--- config.mk ---
export PLATFORM = sky130hd
export DESIGN_NAME = iis_tx_fifo_sched
export DESIGN_NICKNAME = d
export VERILOG_FILES = /design/src/rtl/iis_tx_fifo_sched.sv
export SDC_FILE = /design/constraint.sdc
export NUM_CORES = 1
export LEC_CHECK = 0
export CAP_MARGIN = 25
export CORE_UTILIZATION = 51
export DETAILED_ROUTE_END_ITERATION = 12
export PLACE_DENSITY = 0.86
export SETUP_SLACK_MARGIN = 0.4
export SYNTH_ARGS = -nofsm -noshare
export SYNTH_HDL_FRONTEND = slang
export SYNTH_SLANG_ARGS = --single-unit
export TNS_END_PERCENT = 20
--- constraint.sdc ---
create_clock -name clk -period 4 [get_ports clk]
set_input_delay 0.8 -clock clk [delete_from_list [all_inputs] [get_ports clk]]
set_output_delay 0.8 -clock clk [all_outputs]
set_load 0.01 [all_outputs]
--- src/rtl/iis_tx_fifo_sched.sv ---
// I2S transmit read-side scheduler: pulls one L/R pair per frame request
// from two per-channel FIFOs, with mono duplication and underrun handling.
module iis_tx_fifo_sched #(
  parameter int DW               = 16,
  parameter int CNT_W            = 16,
  parameter int HOLD_ON_UNDERRUN = 0
) (
  input  logic             clk,
  input  logic             rst,
  input  logic             enable,
  input  logic             mono,
  input  logic             sample_req,
  input  logic             l_empty,
  input  logic             l_vaild,
  input  logic [DW-1:0]    l_dout,
  input  logic             r_empty,
  input  logic             r_vaild,
  input  logic [DW-1:0]    r_dout,
  output logic             l_rd_en,
  output logic             r_rd_en,
  output logic [DW-1:0]    smp_left,
  output logic [DW-1:0]    smp_right,
  output logic             smp_valid,
  output logic             busy,
  output logic [CNT_W-1:0] underrun_cnt,
  output logic             req_miss,
  input  logic             clr_stat
);

  typedef enum logic [2:0] {
    S_IDLE,
    S_L_ISSUE,
    S_L_CAPT,
    S_R_ISSUE,
    S_R_CAPT
  } state_t;

  state_t           r_state, w_state;
  logic             r_mono, w_mono;
  logic             r_l_rd_en, w_l_rd_en;
  logic             r_r_rd_en, w_r_rd_en;
  logic [DW-1:0]    r_cap_l, w_cap_l;
  logic [DW-1:0]    r_last_l, w_last_l;
  logic [DW-1:0]    r_last_r, w_last_r;
  logic [DW-1:0]    r_smp_l, w_smp_l;
  logic [DW-1:0]    r_smp_r, w_smp_r;
  logic             r_smp_vld, w_smp_vld;
  logic [CNT_W-1:0] r_cnt, w_cnt;
  logic             r_miss, w_miss;
  logic             w_inc;
  logic             w_miss_evt;
  logic [DW-1:0]    w_left;
  logic [DW-1:0]    w_right;

  always_comb begin
    w_state    = r_state;
    w_mono     = r_mono;
    w_l_rd_en  = 1'b0;
    w_r_rd_en  = 1'b0;
    w_cap_l    = r_cap_l;
    w_last_l   = r_last_l;
    w_last_r   = r_last_r;
    w_smp_l    = r_smp_l;
    w_smp_r    = r_smp_r;
    w_smp_vld  = 1'b0;
    w_inc      = 1'b0;
    w_miss_evt = sample_req && ((r_state != S_IDLE) || !enable);
    // Underrun substitute: silence, or repeat the channel's last good sample
    w_left     = l_vaild ? l_dout :
                 ((HOLD_ON_UNDERRUN != 0) ? r_last_l : '0);
    w_right    = r_vaild ? r_dout :
                 ((HOLD_ON_UNDERRUN != 0) ? r_last_r : '0);
    unique case (r_state)
      S_IDLE: begin
        if (sample_req && enable) begin
          w_l_rd_en = !l_empty;
          w_inc     = l_empty;
          w_mono    = mono;
          w_state   = S_L_ISSUE;
        end
      end
      S_L_ISSUE: w_state = S_L_CAPT;
      S_L_CAPT: begin
        w_cap_l = w_left;
        if (l_vaild) w_last_l = l_dout;
        if (r_mono) begin
          w_smp_l   = w_left;
          w_smp_r   = w_left;
          w_smp_vld = 1'b1;
          w_state   = S_IDLE;
        end else begin
          w_r_rd_en = !r_empty;
          w_inc     = r_empty;
          w_state   = S_R_ISSUE;
        end
      end
      S_R_ISSUE: w_state = S_R_CAPT;
      S_R_CAPT: begin
        if (r_vaild) w_last_r = r_dout;
        w_smp_l   = r_cap_l;
        w_smp_r   = w_right;
        w_smp_vld = 1'b1;
        w_state   = S_IDLE;
      end
      default: w_state = S_IDLE;
    endcase
    if (clr_stat) begin
      w_cnt  = '0;
      w_miss = 1'b0;
    end else begin
      w_cnt  = (w_inc && (r_cnt != '1)) ? r_cnt + 1'b1 : r_cnt;
      w_miss = r_miss | w_miss_evt;
    end
  end

  always_ff @(posedge clk or negedge rst) begin
    if (!rst) begin
      r_state   <= S_IDLE;
      r_mono    <= 1'b0;
      r_l_rd_en <= 1'b0;
      r_r_rd_en <= 1'b0;
      r_cap_l   <= '0;
      r_last_l  <= '0;
      r_last_r  <= '0;
      r_smp_l   <= '0;
      r_smp_r   <= '0;
      r_smp_vld <= 1'b0;
      r_cnt     <= '0;
      r_miss    <= 1'b0;
    end else begin
      r_state   <= w_state;
      r_mono    <= w_mono;
      r_l_rd_en <= w_l_rd_en;
      r_r_rd_en <= w_r_rd_en;
      r_cap_l   <= w_cap_l;
      r_last_l  <= w_last_l;
      r_last_r  <= w_last_r;
      r_smp_l   <= w_smp_l;
      r_smp_r   <= w_smp_r;
      r_smp_vld <= w_smp_vld;
      r_cnt     <= w_cnt;
      r_miss    <= w_miss;
    end
  end

  assign l_rd_en      = r_l_rd_en;
  assign r_rd_en      = r_r_rd_en;
  assign smp_left     = r_smp_l;
  assign smp_right    = r_smp_r;
  assign smp_valid    = r_smp_vld;
  assign busy         = (r_state != S_IDLE);
  assign underrun_cnt = r_cnt;
  assign req_miss     = r_miss;

endmodule

==> results of run 1 <==
cell families after synthesis:
kind of cell | Yosys count | share of synthesized area
buffers and inverters | 26 | 0.0330
muxes | 6 | 0.0192
AOI/OAI and AO/OA | 64 | 0.138
xor gates and xnor gates | 8 | 0.0220
and+or+nand+nor | 155 | 0.219
adders and majority gates | 1 | 0.00392
DFF | 72 | 0.565
metal layers:
layer  track usage  part of all wire  wire length, um
met5             0                 0                0
met4        0.0893             0.014              103
met3        0.0382             0.061              461
met2         0.434              0.49             3750
met1         0.315              0.43             3280
through the flow:
step	power [mW]	area, sq um	hold slack (ns)
finish	2.76	4410	0.463
global route	2.93	4410	0.508
CTS	2.77	4390	0.477
detailed placement	2.16	4180	0.467
global placement	2.11	4180	0.458
floorplan	1.63	3190	0.449
area by class of cell:
class                           count  area share
Clock inverter                      4      0.0116
Multi-Input combinational cell    234       0.292
Sequential cell                    72       0.409
Inverter                            8     0.00681
Clock buffer                       12      0.0375
Timing Repair Buffer               99       0.222
Tap cell                           75      0.0213
sequential cells by signal, indices dropped and copies added, names as in the netlist:
signal	cells
smp_valid	1
r_state	3
r_cap_l	16
l_rd_en	1
smp_left	16
smp_right	16
r_mono	1
underrun_cnt	16
r_rd_en	1
req_miss	1
cell usage after synthesis, types with 2 or more instances:
master / number
xnor2_1: 2
a21oi_1: 6
nor4_1: 2
nor3b_1: 2
a221o_1: 2
nor2_1: 18
o211ai_1: 5
and2_1: 2
a22oi_1: 11
nor3_1: 4
or3_1: 5
o21ai_0: 30
xor2_1: 6
clkbuf_1: 17
dfrtp_1: 72
nand2_1: 84
nand3_1: 23
and3_1: 3
nand4_1: 5
or4_1: 2
a21boi_0: 4
inv_1: 8
mux2i_1: 5
worst reg2reg max path, stage by stage, from the launching register on:
cell and delay, ns:
dfrtp_1 0.47, or3b_1 0.60, o32ai_4 0.53, o211ai_1 0.25
or3_1 0.37, a21oi_1 0.17
where the power goes:
part | internal, mW | leakage (nW) | switching, mW
Clock | 0.340 | 0.109 | 0.272
Sequential | 0.987 | 0.957 | 0.160
Combinational | 0.527 | 0.871 | 0.478
final timing paths:
path | from | to | slack (ns) | cells past startpoint
hold / removal | rst | smp_right[6] | 0.46 | 1
min in group clk | r_cap_l[11] | r_cap_l[11] | 0.49 | 2
setup reg to reg | r_state[0] | underrun_cnt[6] | 1.52 | 5
hold reg to reg | r_cap_l[11] | r_cap_l[11] | 0.49 | 2
setup / recovery | enable | underrun_cnt[6] | 1.33 | 6
max in group asynchronous | rst | smp_left[1] | 2.55 | 2
==> results_dict.tcl, run 1 <==
set metrics [dict create \
    status "finished, final reports clean" \
    skew_ns 0.00940 \
    hold_class "primary input to async pin" \
    dieHeight_um 81.1 \
    cts_made_buffers 9 \
    antenna_found_initial 0 \
    slew_violations 0 \
    fp-row-count 28 \
    synth-async-reset-ratio 1.00 \
    grt_pass1_wl_mm 12.5 \
    worstPathCellList "clkdlybuf4s50_1 -> or4b_1 -> o32ai_4 -> o211ai_1 -> or3_1 -> a21oi_1" \
    wl_mm 7.60 \
    antenna_cells 0 \
    worstPathRequired_ns 4.24 \
    postCtsSetupBuffers 0 \
    ff_latch_area_sq_um 1800 \
    stdcell_count 504 \
    vias_per_cell 5.54 \
    synthCells 332 \
    clockBufferDepth 2 \
    timing.final.ws_setup_ns 1.33 \
    max_stage_delay_ns 0.51 \
    seq_area_frac_synth 0.565 \
    cts_root_buffer "clkbuf_8" \
    fmax_mhz 374 \
    cp.arrival_ns 2.91 \
    ant_nets 0 \
    cts.sinks 72 \
    route.detailed.drc 0 \
    die_area_sq_um 6570 \
    synthFlopType "dfrtp_1" \
    start_kind "primary input" \
    cp_slowest_cell "or4b_1" \
    drtPass1Iterations 5 \
    irDropWorstVdd_mv 0.349 \
    critPathCaptureType "flop" \
    drive_above_1_share 0.0676 \
    timing.final.crit_share 0.669 \
    cts.htree.levels 3 \
    hold_buffers 0 \
    tightest_slew_ns 0.665 \
    critPathBufInv 1 \
    fin_setup_tns_ns 0 \
    setup_viol 0 \
    multi_input_area_sq_um 1290 \
    areaGrowthSynthToFinish_pct 38.3 \
    fin_crit_ns 2.67 \
    tritoncts "done" \
    critPathMaxFanout 9 \
    placed_cells 487 \
    rsz0062_at_grt "no" \
    max-slew-margin-rel 0.555 \
    dp_hpwl_mm 5.39 \
    drt_iter0_markers 126 \
    pre_cts_slack_ns 0.998 \
    grt_usage 0.250 \
    crit_family "simple AND/OR/NAND/NOR gates" \
    cts.repair.resized 0 \
    yosysTopAreaCell "dfrtp_1" \
    fin_util 0.736 \
    die_x_um 81.1 \
    hold_violations 0 \
    num_io_pins 95 \
    crit_type "primary input to flop" \
    clock_latency_ns 0.34 \
    leakage_nw 1.94 \
    synth_edf_count 0 \
    initial_core_util 0.532 \
    power.density_nw_per_um2 627 \
    grt_max_degree 46 \
    port_buffers 94 \
    final_common_cell "clkdlybuf4s50_1" \
    synth_fp_nets 375 \
    syn_area_sq_um 3190 \
    finalNetCount 467 \
    layout_common_cells "clkdlybuf4s50_1 (93), nand2_1 (84), dfrtp_1 (72)" \
    coreArea_sq_um 5990 \
    nFillCells 432 \
    gp_routability_congestion 0.874 \
    syn_area_per_cell_sq_um 9.60 \
    via_count 2792 \
    grt.overflow.total 0 \
    synthTopCellsByArea "dfrtp_1 (57%), nand2_1 (9.9%), o21ai_0 (4.7%)" \
    wire_per_inst_um 15.1 \
    synth.distinct_cells 37 \
    ys.warnings.count 0 \
    ys_seq_elements 72 \
    grt_pass1_vias 2723 \
    synth_top_area_frac 0.565 \
    cap_violations 0 \
    clk_pin_slew_worst_paths_ns 0.08 \
]
(Power assumes the default switching activity.)
==> inputs of run 2 (changes only) <==
Settings changed: CORE_UTILIZATION 51 to 42, PLACE_DENSITY 0.86 to 0.75.
Clock period 4 ns to 2.45 ns, I/O delays scaled along.
==> run 2 against run 1 <==
  * Routed wire length grew 0.71%
  * Core utilization is 12 points lower
  * Total power is 61% higher
  * First-iteration DRC count increased by 13%
  * Clock skew down 0.0012 ns
  * Largest power group unchanged
==> results_dict.tcl, run 2 (synthesis gave the netlist of run 1 again) <==
set metrics [dict create \
    grt_pass1_wl_mm 12.5 \
    num_io_pins 95 \
    die_area_sq_um 7940 \
    layout_common_cells "clkdlybuf4s50_1 (92), nand2_1 (84), dfrtp_1 (71)" \
    finalNetCount 475 \
    critPathCaptureType "primary output" \
    timing.final.crit_share 0.845 \
    critPathMaxFanout 8 \
    crit_type "flop to primary output" \
    met3_length_um 377 \
    rsz0062_at_grt "yes" \
    intPower_mw 2.99 \
    die_x_um 89.1 \
    setup_viol 0 \
    cts.sinks 72 \
    fin_setup_tns_ns 0 \
    cap_violations 0 \
    pwr-share-comb 0.372 \
    initial_core_util 0.437 \
    hold_class "primary input to async pin" \
    dr.max_layer_used "met4" \
    clockBufferDepth 2 \
    fin_crit_ns 2.07 \
    wl_mm 7.65 \
    fin_util 0.619 \
    p_sw_mw 1.46 \
    areaGrowthSynthToFinish_pct 41.6 \
    route.detailed.drc 0 \
    m1WireLength_mm 3.49 \
    drive_above_1_share 0.0938 \
    antenna_cells 0 \
    fp-row-count 31 \
    drt_iter0_markers 142 \
    dieHeight_um 89.1 \
    grt_pass1_vias 2657 \
    clockPowerShare 0.206 \
    grt_max_degree 73 \
    p_sw_frac 0.328 \
    fmax_mhz 483 \
    coreArea_sq_um 7290 \
    status "finished, final reports clean" \
    clk_pin_slew_worst_paths_ns 0.07 \
    grt_usage 0.205 \
    cp.arrival_ns 1.58 \
    start_kind "flop" \
    vias_per_cell 5.25 \
    clock_latency_ns 0.34 \
    r2r_setup_slack_ns 0.39 \
    power.density_nw_per_um2 987 \
    seqPwrFrac 0.422 \
    stdcell_area_sq_um 4510 \
    hold_buffers 0 \
    cts.htree.levels 3 \
    irDropWorstVdd_mv 0.628 \
    placed_cells 519 \
    slew_violations 0 \
    route.met2.wl_mm 3.69 \
    drtPass1Iterations 4 \
    ant_nets 0 \
    reg2reg_from "underrun_cnt[3]" \
    worstReg2RegEnd "underrun_cnt[15]" \
    cts_root_buffer "clkbuf_8" \
    skew_ns 0.00822 \
    nFillCells 642 \
    tightest_slew_ns 0.584 \
    worstPathRequired_ns 1.96 \
    rr_worst_depth 5 \
    max-slew-margin-rel 0.610 \
    port_buffers 94 \
    antenna_found_initial 0 \
    cts_made_buffers 9 \
    tritoncts "done" \
    gp_routability_congestion 0.855 \
    wire_per_inst_um 14.3 \
    via_count 2813 \
    leakage_nw 1.98 \
    final_common_cell "clkdlybuf4s50_1" \
    hold_violations 0 \
    place_area_sq_um 4280 \
    stdcell_count 536 \
    grt.overflow.total 0 \
    dp_hpwl_mm 5.43 \
]
## run 2: changes by cell type in the layout (fill, tap and decap cells not counted), sizes merged
cell	change
clkinv	+3
buf	+8
clkinvlp	-1
clkdlybuf4s50	-1
clkbuf	-2
dlygate4sd2	+1
## run 2: per-stage QoR
| stage | setup WS [ns] | power (mW) | hold WS [ns] |
|---|---|---|---|
| 2_1_floorplan | 0.377 | 2.67 | 0.194 |
| 3_3_place_gp | -0.0870 | 3.48 | 0.458 |
| 3_5_place_dp | -0.149 | 3.55 | 0.463 |
| 4_1_cts | 0.325 | 4.52 | 0.185 |
| 5_1_grt | 0.274 | 4.76 | 0.187 |
| 6_report | 0.381 | 4.46 | 0.172 |
## run 2: worst max-delay path by stage
| stage | start | endpoint | cells after the start | slack [ns] |
|---|---|---|---|---|
| 2_1_floorplan | r_state[0] | underrun_cnt[12] | 6 | 0.38 |
| 3_3_place_gp | enable | underrun_cnt[12] | 6 | -0.09 |
| 3_5_place_dp | enable | underrun_cnt[12] | 6 | -0.15 |
| 4_1_cts | r_state[1] | smp_right[3] | 5 | 0.33 |
| 5_1_grt | r_state[0] | busy | 3 | 0.27 |
| 6_report | r_state[0] | busy | 3 | 0.38 |
## run 2: worst max-delay path: stages, from the launching register on
cell and delay (ns):
dfrtp_1 0.47, nor3_2 0.25, inv_1 0.06, clkdlybuf4s50_1 0.47
## run 2: final cells by class
class                   count  area, sq um  share of cell area
repair buffers            107         1060               0.234
inverters                   8         30.0             0.00665
flip-flops and latches     72         1800               0.400
well taps                  99          124              0.0274
multi-input cells         234         1300               0.289
clock inverters             6         58.8              0.0130
clock buffers              10          138              0.0305
## run 2: what timing repair did
| item | 4_1_cts | 5_1_grt |
|---|---|---|
| hold endpoints to repair | 0 | 0 |
| pin swaps | 7 | 0 |
| setup buffers | 1 | 0 |
| endpoints found under the setup margin | 24 | 36 |
| resized for setup | 3 | 1 |
## run 2: routing by layer
metal	GRT usage	up-vias
li1	-	1350
met1	0.274	1371
met2	0.332	82
met3	0.0397	10
met4	0.0823	0
met5	0	-
## run 2: power groups by stage
stage          Combinational (mW)  Sequential [mW]  Clock, mW
4_1_cts                      1.68             1.89      0.952
3_5_place_dp                 1.64             1.90          0
2_1_floorplan               0.694             1.97          0
6_report                     1.66             1.88      0.919
3_3_place_gp                 1.60             1.88          0
5_1_grt                      1.84             1.93      0.997
